## src/rtl/ysyx_220053_ifu.sv

```systemverilog
// ysyx_220053_ifu: PC register and single-outstanding fetch FSM feeding decode.
// Optional halt-on-ebreak is enabled by defining YSYX_220053_IFU_EBREAK_HALT_EN.
module ysyx_220053_ifu #(
    parameter logic [31:0] RESET_PC = 32'h8000_0000
) (
    input  logic        clk,
    input  logic        rst_n,
    output logic        imem_req_valid,
    input  logic        imem_req_ready,
    output logic [31:0] imem_req_addr,
    input  logic        imem_resp_valid,
    input  logic [31:0] imem_resp_data,
    output logic        inst_valid,
    input  logic        inst_ready,
    output logic [31:0] inst_o,
    output logic [31:0] inst_pc,
    input  logic        redirect_valid,
    input  logic [31:0] redirect_pc,
    output logic        halted
);
    localparam logic [2:0] S_IDLE  = 3'd0;
    localparam logic [2:0] S_FETCH = 3'd1;
    localparam logic [2:0] S_WAIT  = 3'd2;
    localparam logic [2:0] S_HOLD  = 3'd3;
`ifdef YSYX_220053_IFU_EBREAK_HALT_EN
    localparam logic [2:0]  S_HALT = 3'd4;
    localparam logic [31:0] EBREAK = 32'h0010_0073;
`endif

    logic [2:0]  r_state;
    logic [31:0] r_pc;
    logic        r_kill;
    logic        r_req_valid;
    logic [31:0] r_req_addr;
    logic        r_inst_valid;
    logic [31:0] r_inst;
    logic [31:0] r_inst_pc;

    logic [31:0] w_redirect_pc;
    logic        w_req_fire;

    assign w_redirect_pc = redirect_pc & ~32'd3;
    assign w_req_fire    = r_req_valid & imem_req_ready;

    // NOTE: all state uses non-blocking assignments so every branch reads pre-edge values.
    always_ff @(posedge clk or negedge rst_n) begin
        if (!rst_n) begin
            r_state      <= S_IDLE;
            r_pc         <= RESET_PC;
            r_kill       <= 1'b0;
            r_req_valid  <= 1'b0;
            r_req_addr   <= RESET_PC;
            r_inst_valid <= 1'b0;
            r_inst       <= 32'd0;
            r_inst_pc    <= 32'd0;
        end else begin
            case (r_state)
                S_IDLE: begin
                    // A redirect here only retargets pc; the request waits one more cycle.
                    if (redirect_valid) begin
                        r_pc <= w_redirect_pc;
                    end else begin
                        r_req_valid <= 1'b1;
                        r_req_addr  <= r_pc;
                        r_state     <= S_FETCH;
                    end
                end
                S_FETCH: begin
                    if (redirect_valid) begin
                        r_pc        <= w_redirect_pc;
                        r_req_valid <= 1'b0;
                        if (w_req_fire) begin
                            r_kill  <= 1'b1;
                            r_state <= S_WAIT;
                        end else begin
                            r_state <= S_IDLE;
                        end
                    end else if (w_req_fire) begin
                        r_req_valid <= 1'b0;
                        r_state     <= S_WAIT;
                    end
                end
                S_WAIT: begin
                    if (redirect_valid) begin
                        r_pc <= w_redirect_pc;
                        if (imem_resp_valid) begin
                            r_kill  <= 1'b0;
                            r_state <= S_IDLE;
                        end else begin
                            r_kill  <= 1'b1;
                        end
                    end else if (imem_resp_valid) begin
                        if (r_kill) begin
                            r_kill  <= 1'b0;
                            r_state <= S_IDLE;
                        end else begin
                            r_inst       <= imem_resp_data;
                            r_inst_pc    <= r_pc;
                            r_inst_valid <= 1'b1;
                            r_state      <= S_HOLD;
                        end
                    end
                end
                S_HOLD: begin
                    if (redirect_valid) begin
                        r_inst_valid <= 1'b0;
                        r_pc         <= w_redirect_pc;
                        r_state      <= S_IDLE;
                    end else if (inst_ready) begin
                        r_inst_valid <= 1'b0;
                        r_pc         <= r_pc + 32'd4;
`ifdef YSYX_220053_IFU_EBREAK_HALT_EN
                        r_state      <= (r_inst == EBREAK) ? S_HALT : S_IDLE;
`else
                        r_state      <= S_IDLE;
`endif
                    end
                end
`ifdef YSYX_220053_IFU_EBREAK_HALT_EN
                S_HALT: begin
                    r_state <= S_HALT;
                end
`endif
                default: begin
                    r_state <= S_IDLE;
                end
            endcase
        end
    end

`ifdef YSYX_220053_IFU_EBREAK_HALT_EN
    logic r_halted;

    always_ff @(posedge clk or negedge rst_n) begin
        if (!rst_n) begin
            r_halted <= 1'b0;
        end else if (r_state == S_HOLD && !redirect_valid && inst_ready && r_inst == EBREAK) begin
            r_halted <= 1'b1;
        end
    end

    assign halted = r_halted;
`else
    assign halted = 1'b0;
`endif

    assign imem_req_valid = r_req_valid;
    assign imem_req_addr  = r_req_addr;
    assign inst_valid     = r_inst_valid;
    assign inst_o         = r_inst;
    assign inst_pc        = r_inst_pc;

endmodule

```

## config.mk

```make
export PLATFORM = sky130hd
export DESIGN_NAME = ysyx_220053_ifu
export DESIGN_NICKNAME = d
export VERILOG_FILES = /design/src/rtl/ysyx_220053_ifu.sv
export SDC_FILE = /design/constraint.sdc
export NUM_CORES = 1
export LEC_CHECK = 0
export ABC_CLOCK_PERIOD_IN_PS = 4400
export BUFFER_PORTS_ARGS = -buffer_cell sky130_fd_sc_hd__buf_2
export CORE_ASPECT_RATIO = 0.7
export CORE_UTILIZATION = 55
export DETAILED_ROUTE_END_ITERATION = 6
export GPL_TIMING_DRIVEN = 1
export PLACE_DENSITY = 0.87
export SLEW_MARGIN = 20
export SYNTH_ARGS = -nofsm -noshare
export SYNTH_HDL_FRONTEND = slang
export SYNTH_SLANG_ARGS = --single-unit
```

## constraint.sdc

```tcl
create_clock -name clk -period 4.4 [get_ports clk]
set_input_delay 0.22 -clock clk [delete_from_list [all_inputs] [get_ports clk]]
set_output_delay 0.22 -clock clk [all_outputs]
set_load 0.01 [all_outputs]
```

==> results of run 1 <==
metal layers:
layer	GRT usage, %	wire, um	part of all wire, %	vias up
li1	-	-	-	1890
met3	7.71	1030	8.1	15
met5	0	0	0	-
met4	7.86	112	0.88	0
met1	33.9	5500	43	1968
met2	41.5	6040	48	186
placed cells by master (no fill, tap or decap), types with 3 or more instances in the layout:
| master | n |
|---|---|
| sky130_fd_sc_hd__xnor2_1 | 8 |
| sky130_fd_sc_hd__nand3_1 | 12 |
| sky130_fd_sc_hd__a211oi_1 | 5 |
| sky130_fd_sc_hd__dfrtp_1 | 125 |
| sky130_fd_sc_hd__nand2_1 | 37 |
| sky130_fd_sc_hd__nor2_1 | 20 |
| sky130_fd_sc_hd__clkbuf_16 | 17 |
| sky130_fd_sc_hd__conb_1 | 5 |
| sky130_fd_sc_hd__a311oi_1 | 3 |
| sky130_fd_sc_hd__mux2_2 | 92 |
| sky130_fd_sc_hd__clkinv_2 | 6 |
| sky130_fd_sc_hd__o21ai_1 | 6 |
| sky130_fd_sc_hd__nor3_1 | 9 |
| sky130_fd_sc_hd__nand4_1 | 10 |
| sky130_fd_sc_hd__a21oi_1 | 4 |
| sky130_fd_sc_hd__nor3_2 | 3 |
| sky130_fd_sc_hd__inv_1 | 4 |
| sky130_fd_sc_hd__o22ai_1 | 4 |
| sky130_fd_sc_hd__and3_1 | 8 |
| sky130_fd_sc_hd__and4_1 | 4 |
| sky130_fd_sc_hd__buf_2 | 160 |
| sky130_fd_sc_hd__xor2_1 | 11 |
| sky130_fd_sc_hd__buf_4 | 5 |
| sky130_fd_sc_hd__and2_1 | 3 |
| sky130_fd_sc_hd__o21ai_0 | 19 |
where the power goes:
part           switching [uW]  internal [uW]  total (uW)
Combinational             626            687        1310
Sequential                281           1630        1910
Clock                     491            858        1350
Total                    1400           3170        4570
path summary, 6_finish.rpt:
| check | from | endpoint | cells past startpoint |
|---|---|---|---|
| hold / removal | redirect_pc[5] | r_pc[5] | 3 |
| min in group asynchronous | rst_n | inst_pc[18] | 2 |
| max in group asynchronous | rst_n | imem_req_addr[2] | 3 |
| hold reg to reg | r_kill | r_kill | 2 |
| setup reg to reg | r_state[0] | inst_o[18] | 5 |
| setup / recovery | r_state[0] | inst_o[18] | 5 |
flip-flops by register name, summed over array words and instances (netlist names):
name            cells
imem_req_valid      1
r_state             2
inst_valid          1
r_kill              1
r_pc               30
inst_o             32
inst_pc            30
imem_req_addr      30
cells by family (layout without fill, tap and decap cells):
kind of cell	Yosys count	count (layout)	share of synthesized area (%)
AND/OR/NAND/NOR	118	118	11.3
multiplexers	93	93	19.0
other	1	5	0.0682
flip-flops	127	127	57.8
AO/OA/AOI/OAI	50	50	5.66
buffers and inverters	32	204	2.93
adder cells (fa/ha/maj)	1	1	0.227
XOR/XNOR	19	19	3.02
per-stage QoR:
stage / hold slack [ns] / instance area, um2 / utilization, %
2_1_floorplan: -0.0756 / 5520 / -
3_3_place_gp: 0.275 / 6390 / 65.8
3_5_place_dp: 0.283 / 6390 / 65.8
4_1_cts: 0.0122 / 6980 / 71.8
5_1_grt: 0.0353 / 6980 / 71.8
6_report: 0.0211 / 6980 / 71.8
area by class of cell:
cell class | count | area (um2) | area share, %
clock buffer | 21 | 460 | 6.60
tap | 128 | 160 | 2.29
timing repair buffer | 167 | 860 | 12.3
sequential | 127 | 3180 | 45.6
clock inverter | 11 | 115 | 1.65
inverter | 5 | 18.8 | 0.269
multi-input combinational | 286 | 2180 | 31.3
worst min-delay path, cell delays in order:
cell and delay [ns]:
sky130_fd_sc_hd__buf_2 0.07, sky130_fd_sc_hd__nand2_1 0.04, sky130_fd_sc_hd__o21ai_0 0.06
what timing repair did:
action / 4_1_cts / 5_1_grt
endpoints found under the hold margin: 74 / 0
hold buffers: 1 / 0
gates resized for setup: 0 / 0
==> qor.txt, run 1 <==
====================================================================================
Flops & latches, synth                                                           127
DRC violation count after routing                                                  0
Number of failing hold endpoints at the final stage                                0
Layout area overhead                                                           26.9%
Largest stage delay on the critical path                                     0.80 ns
Clock insertion delay at the later pin of the skew report                    0.41 ns
Cells after Synth                                                                441
Number of enable-type register cells in the synthesized netlist                    0
Total GRT Usage                                                                25.8%
Minimum clock period                                                         2.59 ns
Clock tree from TritonCTS                                                        yes
Nets                                                                             675
Setup slack of the worst register-to-register path                           1.81 ns
Worst Path Buf+Inv                                                                 1
Area share of the largest cell type after synthesis                            56.9%
Kind of path behind the tightest hold check                                   in2reg
Transition time of the tightest slew-check pin                               1.00 ns
# clock sinks                                                                    127
Data arrival time of the critical path                                       2.88 ns
Number of global-route vias before repair                                      4,071
Number of H-tree levels                                                            4
Unrepaired setup endpoints after global routing                                   no
Diode insertion count for antenna repair                                           0
Most instantiated library cell after synthesis                          sky130_fd_sc_hd__dfrtp_1
Maximum fanout count along the critical path                                      33
Post-synth top area cell                                                sky130_fd_sc_hd__dfrtp_1
Cell total after placement                                                       712
Die boundary height                                                          85.7 um
Horizontal die dimension                                                      122 um
First-pass GRT wire length                                                 20,400 um
Max-slew headroom at the worst pin                                             33.1%
Peak supply drop                                                              444 uV
Sort of element at the end of the critical path                             register
Routed wire length                                                         12,700 um
Average routed wire per standard cell                                        17.0 um
Total congestion overflow after global routing                                     0
Input/output buffers                                                             161
Reported max-cap violation count                                                   0
Number of buffers created by CTS                                                  17
Iteration-0 DRC Markers                                                          226
Total number of yosys warnings                                                     0
Total power consumption of the routed design                                 4570 uW
Result of the run                                                       finished, final reports clean
Mapped Area                                                                 5500 um2
I/O pins                                                                         169
Setup skew after layout                                                   0.00386 ns
Vias post-DR                                                                   4,059
Post-synthesis sequential area ratio                                           57.8%
Max Clk Rate                                                               0.386 GHz
Primary flip-flop cell chosen by synthesis mapping                      sky130_fd_sc_hd__dfrtp_1
Critical path type                                                           reg2reg
DR pass1 iterations                                                                6
Final Cycle Share                                                              58.9%
Setup ws final                                                               1.81 ns
Root Driver                                                             sky130_fd_sc_hd__clkbuf_16
Slowest cell on the critical path                                       sky130_fd_sc_hd__nor2_4
Kind of cell adding the most delay to the critical path                 simple AND/OR/NAND/NOR gates
Total leakage power                                                       0.00337 uW
Synth area leaders                                                      sky130_fd_sc_hd__dfrtp_1 (57%), sky130_fd_sc_hd__mux2_2 (19%), sky130_fd_sc_hd__nand2_1 (2.5%)
Post-DRT Antenna Nets                                                              0
Fill count                                                                       673
Top cells by count, synth                                               sky130_fd_sc_hd__dfrtp_1 (125), sky130_fd_sc_hd__mux2_2 (92), sky130_fd_sc_hd__nand2_1 (37)
Final estimated routing congestion in global placement                         0.855
Number of standard cells in the layout, taps in and fillers out                  745
Initial antenna violation count                                                    0
Pre-CTS worst setup slack                                                    1.81 ns
Critical path startpoint category                                           register
Worst endpoint required time                                                 4.69 ns
Total negative setup slack                                                      0 ns
Sum of net half-perimeters after detailed placement                          8830 um
Share of flip-flops with an asynchronous set or reset after synthesis           100%
Final slew viol count                                                              0
Clock transition at the registers of the reported paths                      0.06 ns
Placeable Area                                                              9720 um2
Count of distinct cell types in the synthesized netlist                           48
Via density per instance                                                        5.45
Starting density of the core                                                   56.6%
Cell-by-cell trace of the critical path                                 nor2_1 > nand3_1 > nor2_4 > buf_4 > mux2_2
Fraction of layout cells with a size suffix above 1                            48.5%
Power per cell area                                                       655 nW/um2
Mean post-synth cell area                                                   12.5 um2
Maximum clock path buffer count                                                    2
Number of placement rows                                                          30
Final-report setup violation count                                                 0
Pin count of the biggest net entering global routing                              78
Buffer count from post-CTS setup fixing                                            0
Floorplan die area                                                        10,400 um2
====================================================================================
Note: power is estimated with default switching activity, not from simulation.
==> run 2: changes to the inputs <==
- ABC_CLOCK_PERIOD_IN_PS: 4400 -> 2550
- CORE_UTILIZATION: 55 -> 51
- PLACE_DENSITY: 0.87 -> 0.81
- clock period: 4.4 -> 2.55 ns (I/O delays scaled with it)
==> qor.txt, run 2 (synthesis gave the netlist of run 1 again) <==
=====================================================================================
Cell total after placement                                                        714   +0.28%
Transition time of the tightest slew-check pin                                1.02 ns   +0.0179 ns
Reported max-cap violation count                                                    0   unchanged
Layout area overhead                                                            38.3%
Total leakage power                                                        0.00362 uW   +7.5%
Peak supply drop                                                               646 uV   +46%
Total GRT Usage                                                                 25.8%   about the same
Starting density of the core                                                    52.7%   -3.9 points
Clock tree from TritonCTS                                                         yes
Count of hold buffers inserted by post-cts repair                                  59   +58
Total congestion overflow after global routing                                      0   unchanged
Average routed wire per standard cell                                         16.9 um   -0.94%
Worst endpoint required time                                                  2.83 ns   -1.86 ns
Number of placement rows                                                           31   +3.3%
Most frequent cells in the layout                                        sky130_fd_sc_hd__buf_2 (160), sky130_fd_sc_hd__dfrtp_1 (125), sky130_fd_sc_hd__mux2_2 (92)
Number of global-route vias before repair                                       4,302   +5.7%
Via density per instance                                                         5.39   -1.0%
Max-slew headroom at the worst pin                                              32.0%   -1.0 points
Buffer count from post-CTS setup fixing                                             0   unchanged
Vias post-DR                                                                    4,340   +6.9%
Minimum clock period                                                          2.07 ns   -0.519 ns
Setup skew after layout                                                    0.00800 ns   +0.00413 ns
Max Clk Rate                                                                0.483 GHz   +25%
Worst-case hold slack                                                       0.0125 ns   -0.00853 ns
Placeable Area                                                             10,400 um2   +7.3%
Post-DRT Antenna Nets                                                               0   unchanged
DRC violation count after routing                                                   0   unchanged
Final Cycle Share                                                               81.3%   +22 points
Number of H-tree levels                                                             4   unchanged
Nets                                                                              731   +8.3%
Fill count                                                                        701   +4.2%
Unrepaired setup endpoints after global routing                                    no
Final-report setup violation count                                                  0   unchanged
Utilization after layout                                                        72.9%   +1.2 points
Root Driver                                                              sky130_fd_sc_hd__clkbuf_16
Sort of element at the end of the critical path                              register
Floorplan die area                                                         11,200 um2   +7.7%
Diode insertion count for antenna repair                                            0   unchanged
I/O pins                                                                          169   unchanged
Kind of path behind the tightest hold check                                    in2reg
Result of the run                                                        finished, final reports clean
Maximum fanout count along the critical path                                       56   +70%
Final slew viol count                                                               0   unchanged
Number of buffers created by CTS                                                   17   unchanged
Iteration-0 DRC Markers                                                           234   +3.5%
Final estimated routing congestion in global placement                          0.864   +1.1%
Critical path startpoint category                                            register
# resized after CTS                                                                 0   unchanged
Total negative setup slack                                                       0 ns   unchanged
Critical path type                                                            reg2reg
Power per cell area                                                       1070 nW/um2   +63%
Routed wire length                                                          13,600 um   +7.0%
First-pass GRT wire length                                                  22,000 um   +8.1%
Largest register FFs                                                               32   unchanged
# clock sinks                                                                     127   unchanged
Most frequent standard cell in the layout excluding fill and tap cells   sky130_fd_sc_hd__buf_2
Fraction of layout cells with a size suffix above 1                             44.1%   -4.3 points
Pin count of the biggest net entering global routing                              128   +64%
DR pass1 iterations                                                                 5   -1
Number of standard cells in the layout, taps in and fillers out                   805   +8.1%
Clock insertion delay at the later pin of the skew report                     0.41 ns   about the same
Number of failing hold endpoints at the final stage                                 0   unchanged
Clock transition at the registers of the reported paths                       0.05 ns   about the same
Data arrival time of the critical path                                        2.36 ns   -0.52 ns
Initial antenna violation count                                                     0   unchanged
Sum of net half-perimeters after detailed placement                           8730 um   -1.1%
Maximum clock path buffer count                                                     2   unchanged
Horizontal die dimension                                                       126 um   +3.8%
Input/output buffers                                                              161   unchanged
Die boundary height                                                           88.9 um   +3.8%
=====================================================================================
-- run 2: where the power goes --
part	total (uW)	internal [uW]	switching, uW
logic	2360	1250	1110
clock network	2460	1610	848
registers	3300	2810	489
-- run 2: worst max-delay path, cell delays in order, from the launching register on --
cell and delay (ns):
sky130_fd_sc_hd__dfrtp_1 0.50, sky130_fd_sc_hd__nor2_1 0.23, sky130_fd_sc_hd__nand3_1 0.16, sky130_fd_sc_hd__nor2_4 0.29, sky130_fd_sc_hd__buf_12 0.30, sky130_fd_sc_hd__mux2_2 0.39
-- run 2: metal layers --
metal / track usage (%) / wire (um)
met4: 6.13 / 82
met1: 35.0 / 6040
met2: 41.9 / 6500
met5: 0 / 0
met3: 7.12 / 959
-- run 2: path summary, 6_finish.rpt --
kind | startpoint | to | slack, ns | cells after the start
worst max-delay path | r_state[0] | inst_pc[6] | 0.48 | 5
worst min-delay path | redirect_pc[23] | r_pc[23] | 0.01 | 3
worst max register to register | r_state[0] | inst_pc[6] | 0.48 | 5
worst min register to register | r_kill | r_kill | 0.48 | 2
max in group asynchronous | rst_n | imem_req_addr[29] | 1.39 | 2
min in group asynchronous | rst_n | inst_pc[17] | 0.41 | 2
-- run 2: final cells by class --
type                            count  area [um2]  area share [%]
Inverter                            5        18.8           0.247
Timing Repair Buffer              223        1450            19.1
Sequential cell                   127        3180            41.8
Tap cell                          132         165            2.17
Clock inverter                     10         135            1.78
Clock buffer                       22         474            6.23
Multi-Input combinational cell    286        2180            28.7
-- run 2: through the flow --
step	setup slack [ns]	power [uW]	instance area, um2
floorplan	0.993	4540	5520
global placement	0.572	5470	6410
detailed placement	0.507	5600	6410
CTS	0.496	8180	7610
global route	0.339	8580	7610
finish	0.478	8120	7610
==> run 3: changes to the inputs <==
- ABC_CLOCK_PERIOD_IN_PS: 2550 -> 1700
- CORE_UTILIZATION: 51 -> 46
- PLACE_DENSITY: 0.81 -> 0.78
- clock period: 2.55 -> 1.7 ns (I/O delays scaled with it)
==> qor.txt, run 3 (synthesis gave the netlist of run 1 again) <==
=====================================================================================
Result of the run                                                        finished, final reports clean
I/O pins                                                                          169   unchanged
Most frequent cells in the layout                                        sky130_fd_sc_hd__buf_2 (160), sky130_fd_sc_hd__dfrtp_1 (121), sky130_fd_sc_hd__mux2_2 (92)
Average routed wire per standard cell                                         16.7 um   -0.93%
Worst endpoint required time                                                  1.98 ns   -0.85 ns
Most frequent standard cell in the layout excluding fill and tap cells   sky130_fd_sc_hd__buf_2
Max Clk Rate                                                                0.596 GHz   +23%
Vias post-DR                                                                    4,462   +2.8%
Number of global-route vias before repair                                       4,484   +4.2%
Fraction of layout cells with a size suffix above 1                             48.5%   +4.3 points
Starting density of the core                                                    47.1%   -5.6 points
Non-Filler Cell Area, Final                                                  8070 um2   +6.0%
Clock transition at the registers of the reported paths                       0.05 ns   about the same
Kind of path behind the tightest hold check                                    in2reg
Total leakage power                                                        0.00381 uW   +5.2%
Pre-CTS worst setup slack                                                 -0.00352 ns   -0.511 ns
Final-report setup violation count                                                  0   unchanged
Critical path type                                                            reg2reg
DR pass1 iterations                                                                 6   +1
Unrepaired setup endpoints after global routing                                   yes
Total negative setup slack                                                       0 ns   unchanged
Final slew viol count                                                               0   unchanged
Routed wire length                                                          14,500 um   +6.9%
Floorplan die area                                                         12,400 um2   +11%
Number of placement rows                                                           33   +6.5%
Horizontal die dimension                                                       133 um   +5.2%
Setup ws final                                                              0.0219 ns   -0.456 ns
Data arrival time of the critical path                                        1.96 ns   -0.40 ns
Placeable Area                                                             11,700 um2   +12%
Die boundary height                                                           93.5 um   +5.2%
# clock sinks                                                                     127   unchanged
Total GRT Usage                                                                 23.5%   -2.3 points
Clock insertion delay at the later pin of the skew report                     0.40 ns   about the same
Peak supply drop                                                               967 uV   +50%
Post-DRT Antenna Nets                                                               0   unchanged
Diode insertion count for antenna repair                                            0   unchanged
Setup skew after layout                                                    0.00862 ns   +0.000624 ns
First-pass GRT wire length                                                  22,400 um   +1.7%
Sum of net half-perimeters after detailed placement                           9600 um   +9.9%
Total congestion overflow after global routing                                      0   unchanged
Max-slew headroom at the worst pin                                              66.5%   +35 points
Via density per instance                                                         5.13   -4.8%
Pin count of the biggest net entering global routing                               56   -56%
Fill count                                                                        846   +21%
Initial antenna violation count                                                     0   unchanged
Maximum clock path buffer count                                                     2   unchanged
Number of H-tree levels                                                             4   unchanged
Utilization after layout                                                        69.0%   -3.9 points
Critical path startpoint category                                            register
DRC violation count after routing                                                   0   unchanged
Power per cell area                                                       1510 nW/um2   +41%
Iteration-0 DRC Markers                                                           186   -21%
Final Cycle Share                                                               98.7%   +17 points
Final estimated routing congestion in global placement                          0.872   +0.98%
Reported max-cap violation count                                                    0   unchanged
Sort of element at the end of the critical path                              register
Minimum clock period                                                          1.68 ns   -0.394 ns
Number of failing hold endpoints at the final stage                                 0   unchanged
Largest register FFs                                                               32   unchanged
Layout area overhead                                                            46.6%
Placed Instance Area                                                         6660 um2   +4.0%
Input/output buffers                                                              161   unchanged
Maximum fanout count along the critical path                                       10   -82%
Root Driver                                                              sky130_fd_sc_hd__clkbuf_16
Transition time of the tightest slew-check pin                               0.502 ns   -0.518 ns
Number of buffers created by CTS                                                   17   unchanged
Clock tree from TritonCTS                                                         yes
Nets                                                                              770   +5.3%
=====================================================================================
## run 3: layout make-up
cell class / count / area, um2 / area share [%]
clock buffer: 26 / 479 / 5.94
tap: 157 / 196 / 2.44
multi-input combinational: 286 / 2270 / 28.1
sequential: 127 / 3190 / 39.5
inverter: 5 / 18.8 / 0.233
timing repair buffer: 262 / 1830 / 22.7
clock inverter: 6 / 85.1 / 1.05
## run 3: layer usage
layer	share of wire [%]	global-route usage [%]
met5	0	0
met3	6.0	6.61
met1	45	30.9
met2	48	37.9
met4	0.81	7.09
## run 3: where the power goes
| part | internal, uW | total [uW] | switching, uW |
|---|---|---|---|
| Clock | 2230 | 3470 | 1240 |
| Combinational | 2000 | 3750 | 1750 |
| Sequential | 4220 | 4930 | 706 |
## run 3: worst paths after layout
path,from,endpoint,slack (ns),depth (start not counted)
max,r_state[0],inst_pc[27],0.02,6
min,imem_req_ready,imem_req_valid,0.03,3
max reg2reg,r_state[0],inst_pc[27],0.02,6
min reg2reg,inst_pc[30],inst_pc[30],0.50,1
max in group asynchronous,rst_n,r_pc[31],0.85,3
min in group asynchronous,rst_n,imem_req_addr[17],0.20,2
## run 3: what timing repair did
item                                   in CTS  in global routing
cloned                                      0                  3
pin swaps                                   0                  9
setup endpoints to repair                  18                 72
hold buffers                               64                  0
setup buffers                               0                  3
endpoints found under the hold margin     116                  0
resized for setup                           1                 28
## run 3: worst max-delay path, cell delays in order, from the launching register on
cell	delay, ns
sky130_fd_sc_hd__dfrtp_2	0.44
sky130_fd_sc_hd__nor2_2	0.15
sky130_fd_sc_hd__nand3_1	0.14
sky130_fd_sc_hd__nor2_4	0.15
sky130_fd_sc_hd__buf_6	0.16
sky130_fd_sc_hd__buf_8	0.16
sky130_fd_sc_hd__mux2_2	0.35
## run 3: metrics by stage
step | power [uW] | hold WS, ns | cells
finish | 12200 | 0.0251 | 869
detailed placement | 8530 | 0.0756 | 767
global route | 12800 | 0.0281 | 869
floorplan | 6810 | -0.211 | 445
CTS | 12200 | 0.0113 | 863
global placement | 8320 | 0.0701 | 767
